==> src/rtl/sparse_decomp_scheduler_pkg.sv <==
// sparse_sched_pkg: shared state type, block geometry and mask helper for the
// sparse decompressor scheduler.
package sparse_sched_pkg;
  typedef enum logic {IDLE, BURST} state_e;
  localparam int MASK_W = 4;
  localparam int PACK_N = 2;
  function automatic logic [2:0] popcount4(input logic [MASK_W-1:0] m);
    return 3'(m[0]) + 3'(m[1]) + 3'(m[2]) + 3'(m[3]);
  endfunction
endpackage

==> src/rtl/sparse_decomp_scheduler_rr_arbiter.sv <==
// rr_arbiter: picks the first set request at or after ptr, wrapping cyclically.
module rr_arbiter #(
  parameter int N = 4,
  localparam int IW = $clog2(N)
) (
  input  logic [N-1:0]  req,
  input  logic [IW-1:0] ptr,
  output logic [IW-1:0] gnt,
  output logic          any_req
);
  logic [IW-1:0] idx;
  always_comb begin
    gnt = '0;
    idx = '0;
    // Scan from farthest to nearest so the nearest hit overwrites the rest.
    for (int k = N - 1; k >= 0; k--) begin
      idx = IW'((int'(ptr) + k) % N);
      if (req[idx]) gnt = idx;
    end
    any_req = |req;
  end
endmodule

==> src/rtl/sparse_decomp_scheduler.sv <==
// sparse_decomp_scheduler: round-robin burst-locked arbiter feeding one 2:4 sparse decompressor.
// Define SPARSE_MASK_CHECK_EN to zero and flag masks with more than two set bits.
module sparse_decomp_scheduler
  import sparse_sched_pkg::*;
#(
  parameter int W = 16,
  parameter int NREQ = 4,
  parameter int MAXBURST = 64,
  localparam int IDW = $clog2(NREQ)
) (
  input  logic                     clk,
  input  logic                     rst_n,
  input  logic [NREQ-1:0]          blk_valid,
  output logic [NREQ-1:0]          blk_ready,
  input  logic [NREQ*PACK_N*W-1:0] blk_vals,
  input  logic [NREQ*MASK_W-1:0]   blk_mask,
  input  logic [NREQ-1:0]          blk_last,
  input  logic                     dn_ready,
  output logic                     dec_valid,
  output logic [PACK_N*W-1:0]      dec_vals,
  output logic [MASK_W-1:0]        dec_mask,
  output logic                     tag_valid,
  output logic [IDW-1:0]           tag_id,
  output logic                     tag_last,
  output logic [IDW-1:0]           grant_id,
  output logic                     busy,
  output logic [NREQ-1:0]          err_mask,
  output logic [NREQ-1:0]          err_burst
);
  localparam int CW = $clog2(MAXBURST) + 1;
  state_e state_q, state_d;
  logic [IDW-1:0] ptr_q, ptr_d, grant_q, grant_d, tag_id_q, tag_id_d, arb_idx, nxt_idx;
  logic [CW-1:0] cnt_q, cnt_d;
  logic tag_valid_q, tag_valid_d, tag_last_q, tag_last_d;
  logic [NREQ-1:0] err_mask_q, err_mask_d, err_burst_q, err_burst_d;
  logic any_req, issue, last, cap, done, bad, start;
  logic [PACK_N*W-1:0] sel_vals;
  logic [MASK_W-1:0] sel_mask;

  rr_arbiter #(.N(NREQ)) u_arb (.req(blk_valid), .ptr(ptr_q), .gnt(arb_idx), .any_req(any_req));

  always_comb begin
    sel_vals = blk_vals[int'(grant_q)*PACK_N*W +: PACK_N*W];
    sel_mask = blk_mask[int'(grant_q)*MASK_W +: MASK_W];
    last = blk_last[grant_q];
    busy = state_q == BURST;
    start = !busy && any_req;
    issue = busy && blk_valid[grant_q] && dn_ready;
    cap = issue && !last && (cnt_q == CW'(MAXBURST - 1));
    done = issue && (last || cap);
`ifdef SPARSE_MASK_CHECK_EN
    bad = popcount4(sel_mask) > 3'd2;
    err_mask_d = err_mask_q | ((issue && bad) ? NREQ'(1) << grant_q : '0);
`else
    bad = 1'b0;
    err_mask_d = '0;
`endif
    nxt_idx = (grant_q == IDW'(NREQ - 1)) ? '0 : grant_q + 1'b1;
    blk_ready = busy ? NREQ'(dn_ready) << grant_q : '0;
    dec_valid = issue;
    dec_vals = issue ? sel_vals : '0;
    dec_mask = (issue && !bad) ? sel_mask : '0;
    state_d = done ? IDLE : start ? BURST : state_q;
    grant_d = start ? arb_idx : grant_q;
    cnt_d = !busy ? '0 : issue ? cnt_q + 1'b1 : cnt_q;
    ptr_d = done ? nxt_idx : ptr_q;
    // Tags trail issue by one cycle to line up with the decompressor's output register.
    tag_valid_d = issue;
    tag_id_d = issue ? grant_q : '0;
    tag_last_d = done;
    err_burst_d = err_burst_q | (cap ? NREQ'(1) << grant_q : '0);
  end

  always_ff @(posedge clk) begin
    if (!rst_n) begin
      state_q <= IDLE;
      ptr_q <= '0;
      grant_q <= '0;
      cnt_q <= '0;
      tag_valid_q <= 1'b0;
      tag_id_q <= '0;
      tag_last_q <= 1'b0;
      err_mask_q <= '0;
      err_burst_q <= '0;
    end else begin
      state_q <= state_d;
      ptr_q <= ptr_d;
      grant_q <= grant_d;
      cnt_q <= cnt_d;
      tag_valid_q <= tag_valid_d;
      tag_id_q <= tag_id_d;
      tag_last_q <= tag_last_d;
      err_mask_q <= err_mask_d;
      err_burst_q <= err_burst_d;
    end
  end

  assign grant_id = grant_q;
  assign tag_valid = tag_valid_q;
  assign tag_id = tag_id_q;
  assign tag_last = tag_last_q;
  assign err_mask = err_mask_q;
  assign err_burst = err_burst_q;
endmodule

==> config.mk <==
export PLATFORM = sky130hd
export DESIGN_NAME = sparse_decomp_scheduler
export DESIGN_NICKNAME = d
export VERILOG_FILES = /design/src/rtl/sparse_decomp_scheduler_pkg.sv /design/src/rtl/sparse_decomp_scheduler_rr_arbiter.sv /design/src/rtl/sparse_decomp_scheduler.sv
export SDC_FILE = /design/constraint.sdc
export NUM_CORES = 1
export LEC_CHECK = 0
export ABC_AREA = 1
export CAP_MARGIN = 5
export CORE_MARGIN = 10
export CORE_UTILIZATION = 30
export DETAILED_ROUTE_END_ITERATION = 16
export PLACE_DENSITY = 0.79
export SYNTH_ARGS = -nofsm -noshare
export SYNTH_HDL_FRONTEND = slang
export SYNTH_HIERARCHICAL = 1
export SYNTH_SLANG_ARGS = --single-unit
export TNS_END_PERCENT = 10
==> constraint.sdc <==
create_clock -name clk -period 1.5 [get_ports clk]
set_input_delay 0.225 -clock clk [delete_from_list [all_inputs] [get_ports clk]]
set_output_delay 0.225 -clock clk [all_outputs]
set_load 0.02 [all_outputs]
Word level (Yosys, flattened, before mapping)
Cells that the tools add are included.
- add/subtract/negate cells: 5
- $lt $le $gt $ge: 5
- equality and inequality tests: 2
- shift-type cells: 4
- mux-type cells: 21
- bitwise operators: 2
- reduce and logical (&&, ||, !) cells: 13
- operators with widths (operator ; count):
    indexed part select 128 x 8 -> 32 bit ; 1
    2-to-1 mux 32 bit ; 1
    indexed part select 16 x 5 -> 4 bit ; 1
    < comparator 2 x 3 -> 1 bit, second input constant ; 5
    binary-select mux 1 bit (select 2 bit) ; 6
    2-to-1 mux 4 bit ; 3
    2-to-1 mux 2 bit ; 5
    adder 7 x 1 -> 7 bit, second input constant ; 1
    == test 7 x 6 -> 1 bit, second input constant ; 1
    logical AND 1 bit ; 6
    2-to-1 mux 1 bit ; 6
    adder 2 x 1 -> 2 bit, second input constant ; 2
    adder 2 bit, second input constant ; 2
    bitwise OR 4 bit ; 1
    AND reduction 2 bit ; 2
    OR reduction 4 bit ; 1
    left shift 1 x 2 -> 4 bit ; 1
    left shift 1 x 2 -> 4 bit, first input constant ; 1
    == test 2 bit, second input constant ; 1
    logical NOT 1 bit ; 2
    OR reduction 2 bit ; 1
    logical OR 1 bit ; 1
    inverter 1 bit ; 1
- flip-flop bits (word level): 20
- input bits: 155
- output and inout bits: 56
- word-level logic and storage cells: 60

Depth between registers and ports, before layout
- word-level depth: 9
- depth in mapped cells: 12
- gate-level depth less buffers: 12

By module
The synthesis kept the hierarchy.
- modules (own cells, without submodules) (module ; times used ; cells an instance ; area an instance (um^2) ; seq. area each (um^2)):
    sparse_decomp_scheduler ; 1 ; 429 ; 2288.4 ; 400.4
    rr_arbiter ; 1 ; 46 ; 188.9 ; 0.0

Worst setup path before layout
OpenSTA, ideal clock, no wires.
- path type: reg-to-output
- start: register grant_q[0] (netlist: grant_id[0])
- end: output dec_mask[0]
- arrival time: 1.529 ns
- data required time: 1.275 ns
- setup slack: -0.254 ns
- cell stages (with the launch flop): 8
- path buffers: 3
- cell sequence: dfxtp_1 buf_6 buf_4 buf_4 nor2_1 nor2_1 o21ai_0 a21oi_1
- cells in the longest elaborated chain, start to end: 5
- elaborated cells on any way between the ends: 6
- classes of those cells: shift: 1; mux: 3; reduce/logical: 2
- RTL lines (element ; RTL line ; RTL):
    start: declaration ; sparse_decomp_scheduler.sv:32 ; logic [IDW-1:0] ptr_q, ptr_d, grant_q, grant_d, tag_id_q, tag_id_d, arb_idx, nxt_idx;
    start signal: assignment ; sparse_decomp_scheduler.sv:88 ; grant_q <= grant_d;
    parallel branches: the longest is 4 deep, another holds indexed part select 16 x 5 -> 4 bit ; n/a ;
    2-to-1 mux 4 bit (*) ; sparse_decomp_scheduler.sv:62 ; dec_mask = (issue && !bad) ? sel_mask : '0;
    end: declaration ; sparse_decomp_scheduler.sv:21 ; output logic [MASK_W-1:0] dec_mask,
Every way passes the cells marked *. The select of a mux whose other input is x is not followed.

Worst setup path after layout
- start: register grant_q[0] (netlist: grant_id[0])
- end: output dec_vals[20]
- cells in the longest elaborated chain, start to end: 5
- elaborated cells on any way between the ends: 6
- classes of those cells: shift: 1; mux: 3; reduce/logical: 2
- RTL lines (element ; RTL line ; RTL):
    parallel branches: the longest is 4 deep, another holds indexed part select 128 x 8 -> 32 bit ; n/a ;
    2-to-1 mux 32 bit (*) ; sparse_decomp_scheduler.sv:61 ; dec_vals = issue ? sel_vals : '0;
    end: declaration ; sparse_decomp_scheduler.sv:20 ; output logic [PACK_N*W-1:0] dec_vals,
Marks and branches as above.

==> impl_metrics.py <==
metrics = {
    "global_route": {
        "antenna_found_initial": 0,
        "overflow": 0,
        "grtUsageTotal_pct": 20.37,
        "grt_pass1_vias": 3748,
        "grt_pass1_wl_mm": 21.11,
        "grt_max_degree": 39,
    },
    "floorplanning": {
        "coreArea_sq_um": 8134,
        "start_util_pct": 30.46,
        "die_x_um": 110.9,
        "dieArea_sq_um": 12290,
        "ios": 211,
        "die_h_um": 110.9,
        "rows": 33,
    },
    "synthesis": {
        "synthArstFlopShare_pct": 0,
        "synth_edf_count": 0,
        "synth_area_leader_cell": "nor2_1",
        "ys_seq_area_share_pct": 16.16,
        "synthTopCellsByCount": "nor2_1, o21ai_0, nand2_1",
        "synth_cells": 475,
        "synth_seq_cells": 20,
        "yosysMostFrequentCell": "nor2_1",
        "yosysWarnings": 6,
        "avgSynthCellArea_sq_um": 5.216,
        "synth.distinct_cells": 24,
        "synth_area_sq_um": 2477,
        "synth_top_area_share_pct": 23.48,
        "synthFlopType": "dfxtp_1",
        "synth_area_leaders": "nor2_1, dfxtp_1, o21ai_0",
    },
    "finish": {
        "syn2layout_area_growth_pct": 128.7,
        "fillers": 649,
        "nNetsFinal": 855,
        "drive_gt1_share_pct": 28.53,
        "postLayoutCoreUtil_pct": 69.67,
        "n_antenna_cell": 0,
    },
    "worst_hold_path": {
        "hold_start": "err_burst[1]",
        "hold_class": "reg2reg",
    },
    "critical_path": {
        "r2r_start": "grant_id[0]",
        "endpoint_kind": "primary output",
        "worstPathArrival_ps": 1600,
        "cp_max_fo": 7,
        "path_class": "reg2out",
        "crit_path_start_kind": "flop",
        "required_ps": 1270,
        "cp-startpoint": "grant_id[0]",
    },
    "place": {
        "post-place-ws_ps": -689.4,
        "dp_hpwl_mm": 10.95,
        "gp_congestion": 0.9122,
        "portBuffers": 206,
    },
    "cts": {
        "cts_root_buffer": "clkbuf_8",
        "cts_sinks": 20,
        "hold_buffers": 0,
        "cts.clk_slew.worst_paths_ps": 70,
        "cts_tree": "done",
        "clockBufferDepth": 2,
        "ctsHtreeMaxLevel": 1,
        "cts_buffers": 3,
        "clock_latency_ps": 260,
    },
    "power": {
        "p_leak_nw": 2.250,
        "p_per_area_nw_per_um2": 538.6,
        "vdd_drop_max_mv": 0.5830,
    },
    "sta": {
        "hold_ws_ps": 455.3,
        "min_period_over_period_pct": 121.8,
        "setup_violations": 43,
        "period_needed_ps": 1826,
        "fin_skew_ps": 2.379,
        "setup_ws_ps": -326.4,
        "rsz0062_at_grt": "true",
        "drv_slew": 0,
        "fmax_mhz": 547.5,
        "hold_violations": 0,
    },
    "route": {
        "drtAntennaViolNets": 0,
        "dr.pass1.iters": 5,
        "drcViolationCount": 0,
        "routed_wl_mm": 14.15,
        "routed_wire_length_per_instance_um": 17.71,
        "via_count": 4028,
        "routed_via_density": 5.041,
        "drtIter0Drc": 291,
    },
    "status": {
        "outcome": "finished with violations",
        "violations": "setup timing",
    },
    "flow_run": {
        "maxCapViolations": 0,
    },
}
==> final timing paths <==
| kind | end | slack [ps] | cells past startpoint |
|---|---|---|---|
| worst min register to register | err_burst[1] | 460 | 2 |
| worst max register to register | err_burst[2] | -30 | 9 |
| worst min-delay path | err_burst[1] | 460 | 2 |
| worst max-delay path | dec_vals[20] | -330 | 7 |
==> cells in the final DEF (no fill, tap or decap), types with 5 or more instances in the layout <==
master,count
clkdlybuf4s50_1,162
nor2_1,135
nand2_1,62
o21ai_1,48
a21oi_4,36
buf_4,36
buf_6,32
o21ai_2,24
inv_1,23
nand3_1,21
nor2_2,17
dfxtp_1,17
a21oi_1,12
nand2_2,8
buf_12,7
nor2_4,6
ha_1,5
==> cell type report <==
cell class / count / area, sq um / share of cell area [%]
repair buffers: 247 / 2559 / 45.15
inverters: 27 / 108.9 / 1.921
well taps: 105 / 131.4 / 2.318
multi-input cells: 396 / 2404 / 42.42
flip-flops and latches: 20 / 409.1 / 7.220
clock buffers: 4 / 55.05 / 0.9715
==> repair_timing <==
action	4_1_cts	5_1_grt
pin swaps	0	25
setup buffers	1	2
resized for setup	250	109
hold endpoints to repair	0	0
endpoints found under the setup margin	46	53
cloned	1	4
==> cell families after synthesis <==
family	Yosys count	synth area share [%]
other	1	0.1514
AND/OR/NAND/NOR	260	42.73
adder cells (fa/ha/maj)	5	2.525
AO/OA/AOI/OAI	126	25.45
buffers and inverters	62	12.63
XOR/XNOR	1	0.3536
flip-flops	20	16.16
==> per-stage QoR <==
stage	std cells	area (sq um)	TNS, ps	power, mW
2_1_floorplan	478	2953	-161.3	1.573
3_3_place_gp	787	5239	-28600	2.336
3_5_place_dp	787	5239	-29720	2.370
4_1_cts	793	5350	-9923	2.851
5_1_grt	799	5667	-13040	3.219
6_report	799	5667	-9780	3.052
==> critical path: stages, from the launching register on <==
cell and delay (ps):
dfxtp_4 460, buf_12 160, clkbuf_16 160, nor2_2 40, nor2_1 150, o21ai_2 100
a21oi_4 140, buf_6 130
==> power breakdown <==
group          total [mW]  switching, mW  leakage [nW]  internal, mW
sequential          0.573         0.0265         0.164         0.547
clock               0.416          0.182        0.0288         0.234
combinational        2.06           1.06          2.06          1.00
total                3.05           1.27          2.25          1.78
==> metal layers <==
| layer | wire [um] | vias up | global-route usage, % |
|---|---|---|---|
| met2 | 7355 | 196 | 37.74 |
| met5 | 0 | - | 0 |
| met3 | 950 | 21 | 4.058 |
| met4 | 317 | 0 | 3.559 |
| li1 | - | 1976 | - |
| met1 | 5525 | 1835 | 23.58 |
==> state kept, by name (all words and copies together), names as in the netlist <==
| name | flops |
|---|---|
| tag_last | 1 |
| busy | 1 |
| tag_id | 2 |
| cnt_q | 7 |
| err_burst | 4 |
| grant_id | 2 |
| ptr_q | 2 |
| tag_valid | 1 |
No activity file was read; power rests on OpenSTA's default activity.
